[config.mk]
export PLATFORM = sky130hd
export DESIGN_NAME = trojan1_multicounter_host
export DESIGN_NICKNAME = d
export VERILOG_FILES = /design/src/rtl/trojan1_multicounter_host_pkg.sv /design/src/rtl/trojan1_multicounter_host_trojan1.sv /design/src/rtl/trojan1_multicounter_host.sv
export SDC_FILE = /design/constraint.sdc
export NUM_CORES = 1
export LEC_CHECK = 0
export ABC_AREA = 0
export BUFFER_PORTS_ARGS = -buffer_cell sky130_fd_sc_hd__buf_2
export CAP_MARGIN = 20
export CELL_PAD_IN_SITES_DETAIL_PLACEMENT = 1
export CELL_PAD_IN_SITES_GLOBAL_PLACEMENT = 1
export CORE_MARGIN = 8
export CORE_UTILIZATION = 41
export DETAILED_ROUTE_END_ITERATION = 12
export PLACE_DENSITY = 0.68
export SYNTH_ARGS = -nofsm -noshare
export SYNTH_HDL_FRONTEND = slang
export SYNTH_SLANG_ARGS = --single-unit
[constraint.sdc]
create_clock -name clk -period 7.6 [get_ports clk]
set_input_delay 0.76 -clock clk [delete_from_list [all_inputs] [get_ports clk]]
set_output_delay 0.76 -clock clk [all_outputs]
set_load 0.05 [all_outputs]
[src/rtl/trojan1_multicounter_host_pkg.sv]
// Shared definitions for the multi-channel counter hosts: per-channel FSM
// state encodings and the reset value of every channel limit register.
`default_nettype none

package trojan1_multicounter_host_pkg;

  typedef enum logic [1:0] {
    ST_IDLE      = 2'd0,
    ST_COUNT     = 2'd1,
    ST_UNDERFLOW = 2'd2,
    ST_OVERFLOW  = 2'd3
  } state_e;

  // Hosts slice the low COUNTER_WIDTH bits, so the limit resets to all-ones.
  localparam int unsigned MAX_COUNTER_WIDTH = 64;
  localparam logic [MAX_COUNTER_WIDTH-1:0] DEFAULT_LIMIT = '1;

endpackage

`default_nettype wire

[src/rtl/trojan1_multicounter_host_trojan1.sv]
// Trojan1 trigger stage: registers the r1 condition, giving a trigger that
// follows r1 by one clock.
`default_nettype none

module trojan1_multicounter_host_trojan1 (
  input  logic clk,
  input  logic rst,
  input  logic r1,
  output logic trigger
);

  always_ff @(posedge clk or posedge rst) begin
    if (rst) begin
      trigger <= 1'b0;
    end else begin
      trigger <= r1;
    end
  end

endmodule

`default_nettype wire

[src/rtl/trojan1_multicounter_host.sv]
// Multi-channel up/down counter host with per-channel limit, wrap/saturate
// terminal behaviour, one-cycle overflow/underflow pulses and the Trojan1 hook.
`default_nettype none

module trojan1_multicounter_host
  import trojan1_multicounter_host_pkg::*;
#(
  parameter int COUNTER_WIDTH = 16,
  parameter int CHANNELS      = 4,
  parameter int SEL_WIDTH     = 2
) (
  input  logic                                clk,
  input  logic                                rst,
  input  logic [CHANNELS-1:0]                 count_enable,
  input  logic [CHANNELS-1:0]                 count_direction,
  input  logic [CHANNELS-1:0]                 wrap_mode,
  input  logic [SEL_WIDTH-1:0]                ch_sel,
  input  logic                                load_enable,
  input  logic [COUNTER_WIDTH-1:0]            load_value,
  input  logic                                limit_we,
  output logic [CHANNELS*COUNTER_WIDTH-1:0]   counter_values,
  output logic [CHANNELS-1:0]                 counter_overflow,
  output logic [CHANNELS-1:0]                 counter_underflow
);

  logic [CHANNELS*COUNTER_WIDTH-1:0] cnt_all;
  logic [COUNTER_WIDTH-1:0]          cnt0;
  logic                              r1;
  logic                              trigger;

  assign cnt0 = cnt_all[COUNTER_WIDTH-1:0];
  assign r1   = cnt0[COUNTER_WIDTH-1] & cnt0[0];

  trojan1_multicounter_host_trojan1 u_trojan1 (
    .clk     (clk),
    .rst     (rst),
    .r1      (r1),
    .trigger (trigger)
  );

  for (genvar i = 0; i < CHANNELS; i++) begin : g_ch
    state_e                   state_q;
    logic [COUNTER_WIDTH-1:0] cnt_q;
    logic [COUNTER_WIDTH-1:0] lim_q;
    logic                     of_q;
    logic                     uf_q;
    logic                     sel_hit;
    logic                     ld_hit;
    logic                     lim_hit;
    logic                     force_hit;
    logic [COUNTER_WIDTH-1:0] ld_clamped;

    assign sel_hit   = (ch_sel == SEL_WIDTH'(i));
    assign ld_hit    = load_enable & sel_hit;
    assign lim_hit   = limit_we & sel_hit;
    assign force_hit = (i == 0) ? trigger : 1'b0;
    // Clamp uses the limit held before this edge, so a same-cycle limit
    // write does not affect the load.
    assign ld_clamped = (load_value > lim_q) ? lim_q : load_value;

    always_ff @(posedge clk or posedge rst) begin
      if (rst) begin
        state_q <= ST_IDLE;
        cnt_q   <= '0;
        lim_q   <= DEFAULT_LIMIT[COUNTER_WIDTH-1:0];
        of_q    <= 1'b0;
        uf_q    <= 1'b0;
      end else begin
        if (lim_hit) begin
          lim_q <= load_value;
        end

        if (force_hit) begin
          state_q <= ST_UNDERFLOW;
          cnt_q   <= '0;
          of_q    <= 1'b0;
          uf_q    <= 1'b1;
        end else if (ld_hit) begin
          state_q <= ST_IDLE;
          cnt_q   <= ld_clamped;
          of_q    <= 1'b0;
          uf_q    <= 1'b0;
        end else begin
          case (state_q)
            ST_IDLE: begin
              of_q <= 1'b0;
              uf_q <= 1'b0;
              if (count_enable[i]) begin
                state_q <= ST_COUNT;
              end
            end
            ST_COUNT: begin
              of_q <= 1'b0;
              uf_q <= 1'b0;
              if (!count_enable[i]) begin
                state_q <= ST_IDLE;
              end else if (!count_direction[i]) begin
                // ">=" also catches a count left above a freshly lowered limit.
                if (cnt_q >= lim_q) begin
                  of_q    <= 1'b1;
                  cnt_q   <= wrap_mode[i] ? lim_q : '0;
                  state_q <= ST_OVERFLOW;
                end else begin
                  cnt_q <= cnt_q + COUNTER_WIDTH'(1);
                end
              end else begin
                if (cnt_q == '0) begin
                  uf_q    <= 1'b1;
                  cnt_q   <= wrap_mode[i] ? '0 : lim_q;
                  state_q <= ST_UNDERFLOW;
                end else begin
                  cnt_q <= cnt_q - COUNTER_WIDTH'(1);
                end
              end
            end
            ST_OVERFLOW, ST_UNDERFLOW: begin
              of_q    <= 1'b0;
              uf_q    <= 1'b0;
              state_q <= ST_IDLE;
            end
            default: begin
              of_q    <= 1'b0;
              uf_q    <= 1'b0;
              state_q <= ST_IDLE;
            end
          endcase
        end
      end
    end

    assign cnt_all[i*COUNTER_WIDTH +: COUNTER_WIDTH] = cnt_q;
    assign counter_overflow[i]  = of_q;
    assign counter_underflow[i] = uf_q;
  end

  always_ff @(posedge clk or posedge rst) begin
    if (rst) begin
      counter_values <= '0;
    end else begin
      counter_values <= cnt_all;
    end
  end

endmodule

`default_nettype wire

After elaboration in Yosys (flattened, before gate mapping)
Cells that the tools add are included.
{ "totals": {"reg_bits": 209, "out_inout_bits": 72, "word_cells": 215, "input_bits": 34} }
{ "classes": {"eq_ne": 27, "reduce_logical": 33, "magnitude_cmp": 8, "add_sub_neg": 8, "muxes": 108, "bitwise_logic": 9} }
{ "op_table": {"columns": ["op", "count"], "rows": [
  ["16-bit 2-to-1 mux", 37],
  ["16-bit by 1-bit adder with 16-bit output (second input constant)", 4],
  ["16-bit >= comparator", 4],
  ["16-bit > comparator", 4],
  ["16-bit logical NOT", 4],
  ["16-bit by 1-bit subtractor with 16-bit output (second input constant)", 4],
  ["2-bit 2-to-1 mux", 25],
  ["1-bit 2-to-1 mux", 34],
  ["5-bit != test (second input constant)", 6],
  ["2-bit one-hot mux with 3 select lines", 4],
  ["2-bit == test (second input constant)", 10],
  ["1-bit one-hot mux with 2 select lines", 8],
  ["6-bit by 5-bit != test with 1-bit output (second input constant)", 2],
  ["3-bit AND reduction", 4],
  ["2-bit nonzero test", 6],
  ["3-bit OR reduction", 4],
  ["2-bit by 1-bit == test with 1-bit output (second input constant)", 5],
  ["2-bit logical NOT", 5],
  ["1-bit bitwise AND", 9],
  ["3-bit != test (second input constant)", 3],
  ["2-bit AND reduction", 4],
  ["2-bit OR reduction", 4],
  ["3-bit nonzero test", 2],
  ["4-bit by 3-bit != test with 1-bit output (second input constant)", 1]
]} }

Depth between registers and ports, before layout
{ "logic_depth": {"ltp_word": 7, "mapped_depth": 11, "ltp_nobuf": 9} }

Hierarchy
From an unflattened synthesis, not the netlist that was laid out.
{ "hier_totals": {"hier_cells": 1616, "hier_area_um2": 14700.3} }
{ "modules_own_cells": {"columns": ["module", "cells_each", "area_each_um2", "instances", "seq_area_each_um2"], "rows": [
  ["trojan1_multicounter_host", 1614, 14671.6, 1, 5285.1],
  ["trojan1_multicounter_host_trojan1", 2, 28.8, 1, 25.0]
]} }

Least setup slack after synthesis
No wires, ideal clock.
{ "synth_path": {"path_kind": "in2reg", "from": "input load_value[9]", "to": "register g_ch[3].cnt_q[11]", "path_buffers": 1, "t_required_ns": 7.474, "cell_stages": 9, "t_arrival_ns": 2.712, "setup_ns": 0.126, "setup_slack_ns": 4.762, "path_cell_list": "ha_1 -> a211o_1 -> o211ai_1 -> a21oi_1 -> a211o_1 -> and3_1 -> or3_1 -> clkbuf_1 -> a221o_1"} }
{ "synth_between": {"elab_chain_cells": 3} }
{ "synth_rtl": {"columns": ["item", "line", "source"], "rows": [
  ["start, declared", "trojan1_multicounter_host.sv:19", "input logic [COUNTER_WIDTH-1:0] load_value,"],
  ["16-bit > comparator", "trojan1_multicounter_host.sv:59", "assign ld_clamped = (load_value > lim_q) ? lim_q : load_value;"],
  ["16-bit 2-to-1 mux", "trojan1_multicounter_host.sv:59", null],
  ["16-bit 2-to-1 mux", "trojan1_multicounter_host.sv:78", "end else if (ld_hit) begin"],
  ["end signal, assigned", "trojan1_multicounter_host.sv:80", "cnt_q <= ld_clamped;"],
  ["end signal, assigned", "trojan1_multicounter_host.sv:101", "cnt_q <= wrap_mode[i] ? lim_q : '0;"],
  ["end signal, assigned", "trojan1_multicounter_host.sv:104", "cnt_q <= cnt_q + COUNTER_WIDTH'(1);"],
  ["end, declared", "trojan1_multicounter_host.sv:43", "logic [COUNTER_WIDTH-1:0] cnt_q;"]
]} }
Every way passes these cells.
A chain may end at the register's enable or synchronous reset.

Worst setup path after layout
{ "layout_path": {"from": "register g_ch[0].lim_q[15]", "to": "register g_ch[0].cnt_q[11], in the netlist cnt0[11]"} }
{ "layout_between": {"elab_chain_cells": 7, "word_cells_on_any_way": 9, "classes_between": "2 x order compare; 7 x mux"} }
{ "layout_rtl": {"columns": ["item", "line", "source"], "rows": [
  ["start, declared", "trojan1_multicounter_host.sv:44", "logic [COUNTER_WIDTH-1:0] lim_q;"],
  ["start signal, assigned", "trojan1_multicounter_host.sv:65", "lim_q <= DEFAULT_LIMIT[COUNTER_WIDTH-1:0];"],
  ["start signal, assigned", "trojan1_multicounter_host.sv:70", "lim_q <= load_value;"],
  ["16-bit >= comparator", "trojan1_multicounter_host.sv:99", "if (cnt_q >= lim_q) begin"],
  ["16-bit 2-to-1 mux", "trojan1_multicounter_host.sv:99", null],
  ["16-bit 2-to-1 mux", "trojan1_multicounter_host.sv:97", "end else if (!count_direction[i]) begin"],
  ["16-bit 2-to-1 mux", "trojan1_multicounter_host.sv:95", "if (!count_enable[i]) begin"],
  ["16-bit 2-to-1 mux", "trojan1_multicounter_host.sv:84", "case (state_q)"],
  ["16-bit 2-to-1 mux (*)", "trojan1_multicounter_host.sv:78", null],
  ["16-bit 2-to-1 mux (*)", "trojan1_multicounter_host.sv:73", "if (force_hit) begin"],
  ["end signal, assigned", "trojan1_multicounter_host.sv:80", null],
  ["end signal, assigned", "trojan1_multicounter_host.sv:101", null],
  ["end signal, assigned", "trojan1_multicounter_host.sv:104", null],
  ["end, declared", "trojan1_multicounter_host.sv:43", null]
]} }
Every way passes the cells marked *; elsewhere a longest branch is shown, timed or not. The select of a mux whose other input is x is not followed.

==> flow_summary.toml <==
[synth]
syn_area_um2 = 14400
async_flop_share = 1.00
synth.largest_area_cell = "dfrtp_1"
synth-seq-area-share = 0.368
synth_area_leaders = "dfrtp_1 25%, ha_1 12%, dfstp_2 12%"
synth_top_cell_area_share = 0.251
synth_fp_nets = 1719
synth-seq-cells = 209
synthCells = 1545
yosysMostFrequentCell = "dfrtp_1"
synth.avg_cell_area_um2 = 9.34
synth_edf_count = 0
synth.distinct_cells = 87
ys.flop_type = "dfrtp_1"
synth_common_cells = "145 x dfrtp_1, 140 x ha_1, 114 x nand2_1"
yosys_warnings = 0

[floorplanning]
dieArea_um2 = 41400
die_x_um = 204
pin_count = 106
dieHeight_um = 204
initial_core_util = 0.417
fp-row-count = 68
core_um2 = 34600

[placement]
port_buffers = 105
placed_area_um2 = 15200
place_congestion = 0.840
hpwl_um = 35000

[outcome]
outcome = "complete, no violations"

[cts]
cts.sinks = 209
ctsResizeCount = 0
clkTransAtPathRegs_ns = 0.06
numCtsBuffers = 27
htreeDepth = 1
clock_latency_ns = 0.55
clockBufferDepth = 3
cts_tree = "done"
cts_setup_buffers = 0
cts.hold.buffers_added = 0
cts_root_buffer = "clkbuf_16"

[cells_and_area]
layout-drive-gt1-share = 0.177
finalInstanceArea_um2 = 16100
final_nets = 1782
syn_to_final_growth_pct = 11.5
n_fill_cell = 3985
diodes = 0

[global_route]
grt_usage = 0.234
grt_pass1_vias = 13700
grt_pass1_wl_um = 78400
antenna_found_initial = 1
grt_start_max_net_pins = 147
grt_overflow = 0

[timing]
setup-violations-final = 0
drv_slew = 0
finalHoldViolCount = 0
period_needed_ns = 3.66
rsz0062_at_grt = "false"
setup_tns_ns = 0
worst_slew_pin_slew_ns = 1.08
post-route-period-util = 0.482
skew_ns = 0.0101
fmax_mhz = 273
slew_headroom = 0.276

[pwr]
power.density_nw_per_um2 = 376
ir_drop_mv = 0.193
p_leak_nw = 7.09
p_total_w = 0.00605

[worst_setup_path]
rrSetupSlack_ns = 3.94
start_kind = "flip-flop"
worstPathMaxFanout = 21
reg2reg_depth = 9
cp.arrival_ns = 4.13
timing.rr.start = "g_ch[0].lim_q[15]"
end_kind = "flip-flop"
cp.required_ns = 8.07
worst_r2r_endpoint = "cnt0[11]"
path_class = "flip-flop to flip-flop"

[route]
num_vias = 12900
drt_iter0_drc = 682
ant_nets = 0
drc = 0
routed_wirelength_um = 49000
dr.pass1.iters = 5
viasPerCell = 6.17
post_drt_wl_per_cell_um = 23.5

[run]
max-cap-violations = 0

[hold_path]
min_path_type = "input port to asynchronous set/reset pin"
-- flip-flops by register name (all words and copies together) (netlist names) --
register,cells
counter_values,64
g_ch.cnt_q,48
g_ch.lim_q,64
g_ch.uf_q,4
g_ch.state_q,8
cnt0,16
u_trojan1.trigger,1
g_ch.of_q,4
-- layout make-up --
cell class / count / area, um^2 / share of cell area
tap: 455 / 569 / 0.0354
multi-input combinational: 1166 / 8420 / 0.523
inverter: 86 / 330 / 0.0205
clock inverter: 6 / 33.8 / 0.00210
sequential: 209 / 5310 / 0.330
timing repair buffer: 118 / 648 / 0.0403
clock buffer: 44 / 779 / 0.0485
-- how the worst max path moves through the flow --
| stage | from | end | slack, ns | cells past startpoint |
|---|---|---|---|---|
| floorplan | rst | cnt0[0] | 1.24 | 1 |
| global placement | g_ch[0].lim_q[15] | cnt0[11] | 4.03 | 9 |
| detailed placement | g_ch[0].lim_q[15] | cnt0[11] | 3.98 | 9 |
| CTS | g_ch[0].lim_q[15] | cnt0[11] | 3.95 | 9 |
| global route | g_ch[0].lim_q[15] | cnt0[11] | 3.69 | 9 |
| finish | g_ch[0].lim_q[15] | cnt0[11] | 3.94 | 9 |
-- cell usage in the layout (no fill, tap or decap), types with 19 or more instances in the layout --
cell type	count
nor3_1	53
a221oi_1	19
ha_1	140
nand3_1	62
a31oi_1	22
a211oi_1	20
a221o_1	35
dfrtp_1	145
o21ai_1	35
clkbuf_16	27
xor2_1	20
mux2_2	48
and3_1	31
buf_2	105
nand2_1	114
xnor2_1	24
nor2_1	81
dfstp_2	64
o21ai_0	58
inv_1	84
nand4_1	32
a21oi_1	91
o211ai_1	23
a21o_1	19
mux2i_1	21
-- report_power, final --
part	leakage [nW]	internal, W	switching [W]
combinational	4.20	0.000966	0.00173
clock	0.401	0.000696	0.000505
sequential	2.49	0.00153	0.000616
-- through the flow --
step	cells	setup WS (ns)	hold slack, ns	utilization
2_1_floorplan	1545	1.24	0.375	-
3_3_place_gp	2032	4.03	0.435	0.440
3_5_place_dp	2032	3.98	0.455	0.440
4_1_cts	2082	3.95	0.405	0.463
5_1_grt	2084	3.69	0.288	0.465
6_report	2084	3.94	0.255	0.465
-- cells by family (layout without fill, tap and decap cells) --
| group | Yosys count | in the layout | synth area share |
|---|---|---|---|
| compound gates | 412 | 412 | 0.196 |
| xor+xnor | 44 | 44 | 0.0267 |
| fa+ha+maj | 140 | 140 | 0.121 |
| buf+inv | 170 | 254 | 0.0495 |
| flops | 209 | 209 | 0.368 |
| mux | 78 | 78 | 0.0591 |
| simple gates | 492 | 492 | 0.179 |
-- per-layer routing --
| layer | routed length [um] | vias up | global-route usage |
|---|---|---|---|
| li1 | - | 5910 | - |
| met1 | 21600 | 6580 | 0.304 |
| met2 | 24100 | 273 | 0.401 |
| met3 | 1950 | 95 | 0.0259 |
| met4 | 1380 | 0 | 0.0808 |
| met5 | 0 | - | 0 |
-- critical path, cell delays in order, from the launching register on --
cell and delay [ns]:
dfstp_2 0.55, inv_1 0.09, ha_1 0.33, nand4_1 0.19, or3_1 0.42, a221oi_1 0.19, or4_1 0.80, mux2_2 0.41
a2111o_1 0.40, a22oi_1 0.18
Power figures use the tool's default switching activity.
